**src/rtl/bcd_pkg.sv**
```systemverilog
// Shared types and constants for the binary-to-BCD display feed.
// Also holds the leading-zero blanking helper used when BCD_BLANK_LEADING_EN is defined.
package bcd_pkg;

    typedef enum logic [1:0] {
        IDLE,
        CONVERT,
        FINISH
    } state_t;

    localparam int          BCD_DIGITS = 8;
    localparam logic [3:0]  BCD_BLANK  = 4'hF;
    localparam logic [26:0] BCD_MAX    = 27'd99_999_999;
    localparam logic [31:0] BCD_SAT    = 32'h9999_9999;

    // Replace zero digits from the top down until the first nonzero digit; digit 0 always shows.
    function automatic logic [31:0] blank_leading(input logic [31:0] digits);
        logic [31:0] res;
        logic        lead;
        res  = digits;
        lead = 1'b1;
        for (int i = BCD_DIGITS - 1; i > 0; i--) begin
            if (lead && (digits[4*i +: 4] == 4'h0)) begin
                res[4*i +: 4] = BCD_BLANK;
            end else begin
                lead = 1'b0;
            end
        end
        return res;
    endfunction

endpackage

```
**src/rtl/bcd_display_feed_add3.sv**
```systemverilog
// Double-dabble digit correction: add 3 to a BCD digit that is 5 or more.
module bcd_add3_digit (
    input  logic [3:0] digit_i,
    output logic [3:0] digit_o
);

    always_comb begin
        digit_o = (digit_i >= 4'd5) ? (digit_i + 4'd3) : digit_i;
    end

endmodule

```
**src/rtl/bcd_display_feed.sv**
```systemverilog
// Iterative shift-and-add-3 binary-to-BCD converter feeding the eight-digit display driver.
// Define BCD_BLANK_LEADING_EN to blank leading zero digits (rendered as 4'hF).
module bcd_display_feed
    import bcd_pkg::*;
#(
    parameter int WIDTH = 27
) (
    input  logic             clock,
    input  logic             reset,
    input  logic             start,
    input  logic [WIDTH-1:0] value,
    output logic             busy,
    output logic             done,
    output logic             overflow,
    output logic [31:0]      bcd
);

    localparam int SR_W  = 32 + WIDTH;
    localparam int CNT_W = $clog2(WIDTH);
    localparam logic [CNT_W-1:0] LAST = CNT_W'(WIDTH - 1);

`ifdef BCD_BLANK_LEADING_EN
    localparam logic [31:0] BCD_RST = 32'hFFFF_FFF0;
`else
    localparam logic [31:0] BCD_RST = 32'h0000_0000;
`endif

    state_t            state_q, state_d;
    logic [SR_W-1:0]   sr_q, sr_d;
    logic [CNT_W-1:0]  cnt_q, cnt_d;
    logic              ovf_pend_q, ovf_pend_d;
    logic              busy_q, busy_d;
    logic              done_q, done_d;
    logic              ovf_q, ovf_d;
    logic [31:0]       bcd_q, bcd_d;

    logic [31:0]       adj;
    logic [SR_W-1:0]   corr;
    logic [31:0]       result;

    for (genvar g = 0; g < BCD_DIGITS; g++) begin : g_dig
        bcd_add3_digit u_add3 (
            .digit_i (sr_q[WIDTH + 4*g +: 4]),
            .digit_o (adj[4*g +: 4])
        );
    end

    assign corr = {adj, sr_q[WIDTH-1:0]};

`ifdef BCD_BLANK_LEADING_EN
    assign result = blank_leading(sr_q[SR_W-1 -: 32]);
`else
    assign result = sr_q[SR_W-1 -: 32];
`endif

    always_comb begin
        state_d    = state_q;
        sr_d       = sr_q;
        cnt_d      = cnt_q;
        ovf_pend_d = ovf_pend_q;
        bcd_d      = bcd_q;
        ovf_d      = ovf_q;
        done_d     = 1'b0;
        unique case (state_q)
            IDLE: begin
                if (start) begin
                    sr_d       = {32'b0, value};
                    cnt_d      = '0;
                    ovf_pend_d = (32'(value) > 32'(BCD_MAX));
                    state_d    = CONVERT;
                end
            end
            CONVERT: begin
                sr_d  = corr << 1;
                cnt_d = cnt_q + CNT_W'(1);
                if (cnt_q == LAST) begin
                    state_d = FINISH;
                end
            end
            FINISH: begin
                // Saturation takes priority over blanking.
                bcd_d   = ovf_pend_q ? BCD_SAT : result;
                ovf_d   = ovf_pend_q;
                done_d  = 1'b1;
                state_d = IDLE;
            end
            default: state_d = IDLE;
        endcase
        busy_d = (state_d != IDLE);
    end

    always_ff @(posedge clock) begin
        if (reset) begin
            state_q <= IDLE;
            busy_q  <= 1'b0;
            done_q  <= 1'b0;
            ovf_q   <= 1'b0;
            bcd_q   <= BCD_RST;
        end else begin
            state_q <= state_d;
            busy_q  <= busy_d;
            done_q  <= done_d;
            ovf_q   <= ovf_d;
            bcd_q   <= bcd_d;
        end
    end

    // Datapath registers are always loaded before use, so they carry no reset.
    always_ff @(posedge clock) begin
        sr_q       <= sr_d;
        cnt_q      <= cnt_d;
        ovf_pend_q <= ovf_pend_d;
    end

    assign busy     = busy_q;
    assign done     = done_q;
    assign overflow = ovf_q;
    assign bcd      = bcd_q;

endmodule

```
**config.mk**
```make
export PLATFORM = sky130hd
export DESIGN_NAME = bcd_display_feed
export DESIGN_NICKNAME = d
export VERILOG_FILES = /design/src/rtl/bcd_pkg.sv /design/src/rtl/bcd_display_feed_add3.sv /design/src/rtl/bcd_display_feed.sv
export SDC_FILE = /design/constraint.sdc
export NUM_CORES = 1
export LEC_CHECK = 0
export BUFFER_PORTS_ARGS = -buffer_cell sky130_fd_sc_hd__buf_2
export CORE_MARGIN = 3
export CORE_UTILIZATION = 45
export DETAILED_ROUTE_END_ITERATION = 6
export PLACE_DENSITY = 0.64
export SYNTH_ARGS = -nofsm -noshare
export SYNTH_HDL_FRONTEND = slang
export SYNTH_SLANG_ARGS = --single-unit
export TNS_END_PERCENT = 5
```
**constraint.sdc**
```tcl
create_clock -name clock -period 10.55 [get_ports clock]
set_clock_uncertainty 0.05 [all_clocks]
set_input_delay 0 -clock clock [delete_from_list [all_inputs] [get_ports clock]]
set_output_delay 0 -clock clock [all_outputs]
set_load 0.02 [all_outputs]
```
==> results_dict.tcl <==
set metrics [dict create \
    timing.final.crit_share_pct 20.72 \
    hpwl_um 5461 \
    first_pass_iters 6 \
    start_kind "flip-flop" \
    syn-num-nets 467 \
    synth_cell_types 33 \
    post_cts_buffers 0 \
    p_sw_share_pct 26.47 \
    start_util_pct 47.10 \
    place_area_sq_um 5031 \
    maxSlewViolCount 0 \
    routabilityCongestion 0.7345 \
    crit_type "flip-flop to flip-flop" \
    drv.max_cap_violation_count 0 \
    initialDrtViolationCount 155 \
    setup_viol 0 \
    syn_inst 419 \
    grt-ovfl-total 0 \
    grt-busiest-layer "met2" \
    final_common_cell "edfxtp_1" \
    grtUsageMet3_pct 4.000 \
    clock_sinks 102 \
    r2r_cells 3 \
    cts_tree "yes" \
    drc 0 \
    routed_wl_um 8644 \
    comb_power_share_pct 12.9 \
    fmax_ghz 0.4574 \
    routed_via_density 5.048 \
    final_cells 640 \
    whs_ns 0.1282 \
    die_w_um 108.1 \
    wl_per_cell_um 13.51 \
    seqPwrFrac_pct 59.1 \
    yosysWarnings 0 \
    leakagePower_nw 2.129 \
    rsz0062_at_grt "false" \
    holdBufCountCts 28 \
    ioPinCount 65 \
    portBuffers 64 \
    relSlewSlack_pct 30.60 \
    power.density_nw_per_um2 148.4 \
    root_buffer "clkbuf_8" \
    clockPowerShare_pct 27.9 \
    netlist_area_sq_um 4688 \
    status "finished, final reports clean" \
    tns_ns 0 \
    final_util_pct 55.15 \
    ys_ff_latch 102 \
    area_growth_pct 17.11 \
    hp-class "primary input to flip-flop" \
    dr_total_vias 3231 \
    cts_buffer_depth 2 \
    gr-usage-met2_pct 24.91 \
    first_global_vias 3030 \
    grt_max_degree 66 \
    diodes 0 \
    antenna_found_initial 0 \
    nNetsFinal 550 \
    grt_usage_pct 15.48 \
    fin_area_sq_um 5490 \
    final_cell_mix "edfxtp_1 (65), buf_2 (64), nor2_1 (43)" \
    worst_pin_slew_ns 1.041 \
    fillers 881 \
    cts_max_level 3 \
    drive_gt1_share_pct 21.70 \
    hold_depth 2 \
    grt_pass1_wl_um 14370 \
    hold_viol_final 0 \
    grtUsageMet1_pct 20.69 \
    dp_cells 596 \
    critical_path_required_ns 10.52 \
    ant_nets 0 \
    die_h_um 108.1 \
    irDropWorstVdd_uv 87.33 \
    row_count 36 \
    clk_latency_ns 0.37 \
    cp.arrival_ns 2.15 \
    p_switching_mw 0.2156 \
    cts-resized-gates 0 \
    synth.yosys.seq_area_share_pct 57.43 \
    core_sq_um 9955 \
    syn_avg_cell_area_sq_um 11.19 \
    min_period_ns 2.186 \
    die_area_sq_um 11680 \
    crit_fanout 33 \
    p_int_mw 0.5991 \
    end_kind "flip-flop" \
    cts_made_buffers 9 \
    clk_pin_slew_ns 0.10 \
]
-- final timing paths --
check / start / to / slack, ns
worst min register to register: bcd[25]$_SDFFE_PP0P_ / bcd[25]$_SDFFE_PP0P_ / 0.40
worst max-delay path: state_q[0]$_SDFF_PP0_ / sr_q[37]$_SDFFCE_PN0P_ / 8.36
worst min-delay path: reset / done$_SDFF_PP0_ / 0.13
worst max register to register: state_q[0]$_SDFF_PP0_ / sr_q[37]$_SDFFCE_PN0P_ / 8.36
-- cell type report --
type | instances | area, sq um | share of cell area [%]
clock buffers | 9 | 123.9 | 2.256
clock inverters | 7 | 55.05 | 1.003
inverters | 18 | 67.56 | 1.231
multi-input cells | 278 | 1777 | 32.36
flip-flops and latches | 102 | 2693 | 49.04
well taps | 133 | 166.4 | 3.031
repair buffers | 93 | 608.1 | 11.08
-- power by group through the flow --
stage | combinational, mW | sequential [mW] | clock (mW)
after floorplan | 0.0796 | 0.484 | 0
after global placement | 0.0941 | 0.490 | 0
after detailed placement | 0.0975 | 0.491 | 0
after CTS | 0.106 | 0.482 | 0.235
after global routing | 0.120 | 0.487 | 0.251
final | 0.105 | 0.482 | 0.228
-- synthesized netlist by cell type, drive strengths merged --
cell | number | area (sq um)
a21oi | 33 | 165.2
buf | 16 | 140.1
a221oi | 1 | 8.760
inv | 18 | 67.56
nand2b | 10 | 77.58
nor3 | 41 | 205.2
nand3b | 8 | 60.06
and3 | 1 | 6.260
and2 | 1 | 6.260
nor2b | 7 | 43.79
nand3 | 3 | 15.01
a211oi | 8 | 60.06
or3 | 8 | 50.05
ha | 18 | 225.2
nor2 | 44 | 165.2
a21o | 1 | 7.510
mux2 | 26 | 292.8
edfxtp | 65 | 1952
nor3b | 2 | 15.01
xnor2 | 9 | 78.83
dfxtp | 37 | 740.7
xor2 | 9 | 78.83
a21boi | 1 | 7.510
and2b | 1 | 7.510
nand2 | 35 | 131.4
and4b | 1 | 10.01
nand4 | 1 | 6.260
clkbuf | 5 | 18.77
o21ai | 9 | 45.04
-- stage by stage --
step           power (mW)  setup WS, ns
5_1_grt            0.8573         8.182
4_1_cts            0.8228         8.297
2_1_floorplan      0.5640         6.835
3_5_place_dp       0.5885         8.343
3_3_place_gp       0.5842         8.363
6_report           0.8148         8.364
-- critical path, stage by stage, from the launching register on --
cell,delay [ns]
dfxtp_1,0.46
nor2_1,0.13
nor2_4,0.68
buf_4,0.51
-- registers in the layout, summed over array words and instances (netlist names) --
register and cells:
state_q 2, sr_q 59, bcd 32, cnt_q 5, ovf_pend_q 1, busy 1
done 1, overflow 1
-- routing by layer --
| metal | routed length, um | vias up |
|---|---|---|
| li1 | - | 1628 |
| met1 | 3931 | 1512 |
| met2 | 4038 | 86 |
| met3 | 597 | 5 |
| met4 | 76 | 0 |
| met5 | 0 | - |
-- cell families (layout without fill, tap and decap cells) --
family	after synthesis	in the layout	synth area share [%]
AND/OR/NAND/NOR	163	163	17.05
adder cells (fa/ha/maj)	18	18	4.804
buffers and inverters	39	127	4.830
flip-flops	102	102	57.43
multiplexers	26	26	6.245
XOR/XNOR	18	18	3.363
AO/OA/AOI/OAI	53	53	6.272
Power figures use the tool's default switching activity.
